==> src/rtl/sprite_compositor.sv <==
// N-sprite pixel compositor: tests the scan position against N rectangles, resolves
// overlaps by fixed priority (index 0 wins) and emits a registered pixel two cycles later.

`ifndef X_POS_W
`define X_POS_W 10
`endif
`ifndef Y_POS_W
`define Y_POS_W 10
`endif
`ifndef VGA_RGB_W
`define VGA_RGB_W 12
`endif

module sprite_compositor #(
  parameter int N_SPRITES    = 4,
  parameter int X_W          = `X_POS_W,
  parameter int Y_W          = `Y_POS_W,
  parameter int RGB_W        = `VGA_RGB_W,
  parameter int BLINK_FRAMES = 30
) (
  input  logic                             clk_i,
  input  logic                             rst_ni,
  input  logic [X_W-1:0]                   x_pos_i,
  input  logic [Y_W-1:0]                   y_pos_i,
  input  logic                             visible_i,
  input  logic                             frame_start_i,
  input  logic [N_SPRITES*X_W-1:0]         spr_x_i,
  input  logic [N_SPRITES*Y_W-1:0]         spr_y_i,
  input  logic [N_SPRITES*X_W-1:0]         spr_w_i,
  input  logic [N_SPRITES*Y_W-1:0]         spr_h_i,
  input  logic [N_SPRITES-1:0]             spr_en_i,
  input  logic [N_SPRITES-1:0]             spr_blink_i,
  input  logic                             cfg_we_i,
  input  logic [$clog2(N_SPRITES+1)-1:0]   cfg_idx_i,
  input  logic [RGB_W-1:0]                 cfg_rgb_i,
  output logic [RGB_W-1:0]                 rgb_o,
  output logic                             visible_o,
  output logic [N_SPRITES-1:0]             coll_o
);

  localparam int N  = N_SPRITES;
  localparam int IW = $clog2(N + 1);
  localparam int BW = (BLINK_FRAMES > 1) ? $clog2(BLINK_FRAMES) : 1;

  logic [N-1:0]     hit;
  logic [N-1:0]     hit1_q, hit1_d;
  logic             vis1_q, vis1_d;
  logic             fs1_q, fs1_d;
  logic [N-1:0]     acc_q, acc_d;
  logic [N-1:0]     coll_q, coll_d;
  logic [RGB_W-1:0] rgb_q, rgb_d;
  logic             vis2_q, vis2_d;
  logic [RGB_W-1:0] colour_q [N];
  logic [RGB_W-1:0] colour_d [N];
  logic [RGB_W-1:0] bg_q, bg_d;
  logic [BW-1:0]    blink_cnt_q, blink_cnt_d;
  logic             phase_q, phase_d;
  logic [4:0]       n_hit;
  logic [N-1:0]     coll_term;
  logic [RGB_W-1:0] pix;

  // Right/bottom edges are formed one bit wider so sprites near the edge clip instead of wrapping.
  always_comb begin
    hit = '0;
    for (int i = 0; i < N; i++) begin
      hit[i] = spr_en_i[i] & ~(spr_blink_i[i] & phase_q)
             & (x_pos_i >= spr_x_i[i*X_W +: X_W])
             & ({1'b0, x_pos_i} < ({1'b0, spr_x_i[i*X_W +: X_W]} + {1'b0, spr_w_i[i*X_W +: X_W]}))
             & (y_pos_i >= spr_y_i[i*Y_W +: Y_W])
             & ({1'b0, y_pos_i} < ({1'b0, spr_y_i[i*Y_W +: Y_W]} + {1'b0, spr_h_i[i*Y_W +: Y_W]}));
    end
  end

  always_comb begin
    hit1_d = hit;
    vis1_d = visible_i;
    fs1_d  = frame_start_i;

    n_hit = '0;
    for (int i = 0; i < N; i++) begin
      n_hit = n_hit + 5'(hit1_q[i]);
    end
    coll_term = hit1_q & {N{vis1_q && (n_hit >= 5'd2)}};

    // The frame-start pixel belongs to the new frame, so it seeds the fresh accumulator.
    if (fs1_q) begin
      coll_d = acc_q;
      acc_d  = coll_term;
    end else begin
      coll_d = coll_q;
      acc_d  = acc_q | coll_term;
    end

    pix = bg_q;
    for (int i = N - 1; i >= 0; i--) begin
      if (hit1_q[i]) pix = colour_q[i];
    end
    rgb_d  = vis1_q ? pix : '0;
    vis2_d = vis1_q;

    colour_d = colour_q;
    bg_d     = bg_q;
    if (cfg_we_i) begin
      for (int i = 0; i < N; i++) begin
        if (cfg_idx_i == IW'(i)) colour_d[i] = cfg_rgb_i;
      end
      if (cfg_idx_i == IW'(N)) bg_d = cfg_rgb_i;
    end

    blink_cnt_d = blink_cnt_q;
    phase_d     = phase_q;
    if (frame_start_i) begin
      if (blink_cnt_q == BW'(BLINK_FRAMES - 1)) begin
        blink_cnt_d = '0;
        phase_d     = ~phase_q;
      end else begin
        blink_cnt_d = blink_cnt_q + BW'(1);
      end
    end
  end

  always_ff @(posedge clk_i or negedge rst_ni) begin
    if (!rst_ni) begin
      hit1_q      <= '0;
      vis1_q      <= 1'b0;
      fs1_q       <= 1'b0;
      acc_q       <= '0;
      coll_q      <= '0;
      rgb_q       <= '0;
      vis2_q      <= 1'b0;
      colour_q    <= '{default: '0};
      bg_q        <= '0;
      blink_cnt_q <= '0;
      phase_q     <= 1'b0;
    end else begin
      hit1_q      <= hit1_d;
      vis1_q      <= vis1_d;
      fs1_q       <= fs1_d;
      acc_q       <= acc_d;
      coll_q      <= coll_d;
      rgb_q       <= rgb_d;
      vis2_q      <= vis2_d;
      colour_q    <= colour_d;
      bg_q        <= bg_d;
      blink_cnt_q <= blink_cnt_d;
      phase_q     <= phase_d;
    end
  end

  assign rgb_o     = rgb_q;
  assign visible_o = vis2_q;
  assign coll_o    = coll_q;

endmodule
==> config.mk <==
export PLATFORM = sky130hd
export DESIGN_NAME = sprite_compositor
export DESIGN_NICKNAME = d
export VERILOG_FILES = /design/src/rtl/sprite_compositor.sv
export SDC_FILE = /design/constraint.sdc
export NUM_CORES = 1
export LEC_CHECK = 0
export CAP_MARGIN = 20
export CORE_AREA = 4 4 163 165
export CTS_CLUSTER_SIZE = 28
export DETAILED_ROUTE_END_ITERATION = 10
export DIE_AREA = 0 0 167 169
export PLACE_DENSITY = 0.68
export SYNTH_ARGS = -nofsm -noshare
export SYNTH_HDL_FRONTEND = slang
export SYNTH_SLANG_ARGS = --single-unit
==> constraint.sdc <==
create_clock -name clk_i -period 2 [get_ports clk_i]
set_clock_uncertainty 0.15 [all_clocks]
set_input_delay 0.5 -clock clk_i [delete_from_list [all_inputs] [get_ports clk_i]]
set_output_delay 0.5 -clock clk_i [all_outputs]
set_load 0.005 [all_outputs]
==> flow_summary.json <==
{
  "r2r-start": "hit1_q[3]$_DFF_PN0_",
  "cts-root-buf": "clkbuf_16",
  "maxSlewHeadroom_pct": 70.6,
  "die_x_um": 167,
  "rsz0062_at_grt": "true",
  "status": "finished with violations",
  "ys_seq_elements": 93,
  "grt_pass1_vias": 10600,
  "avgRoutedWirePerCell_um": 16.1,
  "path_clk_slew_ns": 0.07,
  "drc": 0,
  "tightest_slew_ns": 0.441,
  "cellPowerDensity_nw_per_um2": 516,
  "start_util_pct": 41.7,
  "fin_ws_ns": -1.16,
  "fmax_mhz": 316,
  "power.leakage_nw": 7.67,
  "cp_top_family": "compound AO/OA/AOI/OAI gates",
  "yosysWarnings": 0,
  "routed_wirelength_mm": 31.6,
  "hp-start": "bg_q[7]$_DFFE_PN0P_",
  "drv_cap": 0,
  "crit_slowest_cell": "or4_4",
  "period_share_pct": 158,
  "final_max_slew_viol_count": 0,
  "ys_seq_area_share_pct": 22.3,
  "crit_arrival_ns": 3.28,
  "syn_area_per_cell_um2": 9.16,
  "synth.distinct_cells": 64,
  "hold-path-endpoint": "bg_q[7]$_DFFE_PN0P_",
  "synth_edf_count": 0,
  "endpoint_kind": "flop",
  "worstPathRequired_ns": 2.11,
  "syn_to_final_growth_pct": 55.0,
  "cp_max_fo": 2,
  "vias_per_cell": 5.18,
  "fin_nets": 2073,
  "hold_depth": 1,
  "first_pass_iters": 4,
  "num_rows": 58,
  "grt_pass1_wl_mm": 50.4,
  "syn_inst": 1141,
  "setup_viol": 4,
  "ant_nets": 0,
  "rrSetupSlack_ns": 0.27,
  "fillers": 2037,
  "cts.htree.levels": 3,
  "clock_latency_ns": 0.35,
  "first_iter_violations": 389,
  "die-area_um2": 28200,
  "hpwlAfterDp_mm": 25.9,
  "globalplace.congestion": 0.876,
  "groute.usage.overall_pct": 21.6,
  "synth_nets": 1592,
  "path_cells": "buf_8, ha_4, fa_2, a21oi_2, o211ai_1, or4_4, nand2_2, xor2_1, ha_1, o211a_1, a2111oi_4, o21ai_1, and3_4, nor4_4",
  "hold_viol_final": 0,
  "overflow": 0,
  "drive_above_1_share_pct": 30.2,
  "clk_path_buf_depth": 2,
  "slowest_delay_ns": 0.44,
  "syn-cell-area_um2": 10400,
  "grt_max_degree": 37,
  "path_class": "in2reg",
  "violations": "negative setup slack",
  "coreArea_um2": 25000,
  "rr_worst_depth": 6,
  "antenna_found_initial": 8,
  "path_depth": 14,
  "synth_flop_cell": "dfrtp_1",
  "io_buffer_count": 224,
  "hold_class": "reg2reg",
  "fin_setup_tns_ns": -3.85,
  "cts_tree": "done",
  "start_kind": "primary input",
  "synth-async-reset-ratio_pct": 100,
  "placed_cell_area_um2": 14900,
  "vias": 10200,
  "r2r-end": "rgb_o[0]$_DFF_PN0_",
  "cts_sinks": 93,
  "io_pins": 225,
  "cts_buffers": 9,
  "vdd_ir_drop_max_v": 0.000676,
  "die_h_um": 169,
  "period_minus_slack_ns": 3.16,
  "final_cell_area_um2": 16200,
  "cp_num_buf_inv": 1
}
[sequential cells by signal, summed over array words and instances (netlist names)]
name         flops
acc_q            4
bg_q            12
blink_cnt_q      5
coll_o           4
colour_q        48
fs1_q            1
hit1_q           4
phase_q          1
rgb_o           12
vis1_q           1
visible_o        1
[cell usage in the layout (no fill, tap or decap), types with 9 or more instances in the layout]
cell / netlist / routed
buf_4: 1 / 257
ha_1: 234 / 191
clkdlybuf4s50_1: 0 / 137
inv_1: 103 / 103
dfrtp_1: 93 / 93
nand2_1: 78 / 73
o21ai_0: 86 / 72
mux2_2: 64 / 64
nor2_1: 57 / 53
a21oi_1: 72 / 52
dlygate4sd2_1: 0 / 46
ha_4: 0 / 34
xnor2_1: 31 / 31
xor2_1: 30 / 30
mux2i_1: 25 / 25
a21oi_2: 1 / 21
nor3_1: 25 / 21
o21a_1: 21 / 21
nand2b_1: 20 / 20
dlymetal6s2s_1: 0 / 20
o21bai_1: 17 / 17
o21ai_1: 7 / 13
nand3_1: 13 / 13
and2_1: 12 / 12
o211ai_1: 12 / 12
nor2b_1: 13 / 11
ha_2: 0 / 9
clkbuf_16: 0 / 9
[area by class of cell]
type	count	area, um2	area share [%]
clock buffer	9	225	1.39
inverter	103	387	2.39
multi-input combinational	927	8450	52.2
tap	330	413	2.55
antenna	5	12.5	0.0773
timing repair buffer	488	4310	26.6
sequential	93	2330	14.4
clock inverter	7	63.8	0.394
[cells in the mapped netlist, drive strengths merged (7+ instances only)]
cell type	count	area [um2]
fa	9	180
xnor2	31	272
nand2b	20	125
nor2b	13	81.3
mux2	64	721
o21ai	94	474
xor2	30	263
clkbuf	9	33.8
nand4	7	43.8
a2111oi	10	100
a211oi	11	82.6
nor3	25	125
a211o	8	70.1
o21bai	17	128
o21a	21	158
nor2	57	214
buf	9	46.3
dfrtp	93	2330
a21oi	73	369
ha	234	2930
mux2i	25	250
a21o	8	60.1
a31o	8	70.1
inv	103	387
nand3	13	65.1
nand2	78	293
and2	12	75.1
o211ai	12	90.1
[how the worst max path moves through the flow]
stage	start	end
3_5_place_dp	spr_x_i[30]	hit1_q[3]$_DFF_PN0_
6_report	spr_x_i[10]	hit1_q[1]$_DFF_PN0_
4_1_cts	spr_x_i[30]	hit1_q[3]$_DFF_PN0_
2_1_floorplan	spr_x_i[10]	hit1_q[1]$_DFF_PN0_
5_1_grt	spr_x_i[10]	hit1_q[1]$_DFF_PN0_
3_3_place_gp	spr_x_i[10]	hit1_q[1]$_DFF_PN0_
[per-layer routing]
metal  part of all wire, %  track usage, %  wire, um  vias to the layer above
li1                      -               -         -                     5107
met1                    44            26.6     13800                     4783
met2                    50            38.9     15700                      214
met3                   4.2            3.74      1310                       55
met4                   2.5            6.01       803                        6
met5                 0.098               0        31                        -
[kinds of logic after synthesis]
logic type | Yosys count | synth area share [%]
AOI/OAI and AO/OA | 290 | 17.9
and+or+nand+nor | 244 | 11.2
muxes | 89 | 9.29
xor gates and xnor gates | 61 | 5.11
DFF | 93 | 22.3
adders and majority gates | 243 | 29.7
buffers and inverters | 121 | 4.47
[timing repair]
action	CTS	global route
hold buffers	1	0
gates resized for setup	203	78
hold endpoints to repair	26	0
pin swaps	102	63
setup buffers	19	7
setup endpoints to repair	4	37
[per-stage QoR]
step	total power (W)	setup slack, ns	hold WS [ns]	std cells	util (%)
after floorplan	0.00460	-1.26	0.0544	1141	-
after global placement	0.00618	-1.89	0.306	1915	59.7
after detailed placement	0.00634	-1.96	0.315	1915	59.7
after CTS	0.00823	-1.32	0.358	1950	63.1
after global routing	0.00902	-1.26	0.373	1962	64.7
final	0.00836	-1.16	0.356	1962	64.7
[power by group]
| part | internal [W] | total (W) | switching [W] |
|---|---|---|---|
| clock | 0.000873 | 0.00166 | 0.000783 |
| combinational | 0.00238 | 0.00426 | 0.00188 |
| sequential | 0.00224 | 0.00245 | 0.000206 |
| total | 0.00550 | 0.00836 | 0.00287 |
[worst reg2reg max path, delay by kind of cell (launching register included)]
| kind | cells | cell delay (ns) |
|---|---|---|
| AND/OR/NAND/NOR | 1 | 0.18 |
| multiplexers | 2 | 0.34 |
| flip-flops | 1 | 0.44 |
| AO/OA/AOI/OAI | 2 | 0.20 |
| buffers and inverters | 1 | 0.31 |
(Power assumes the default switching activity.)
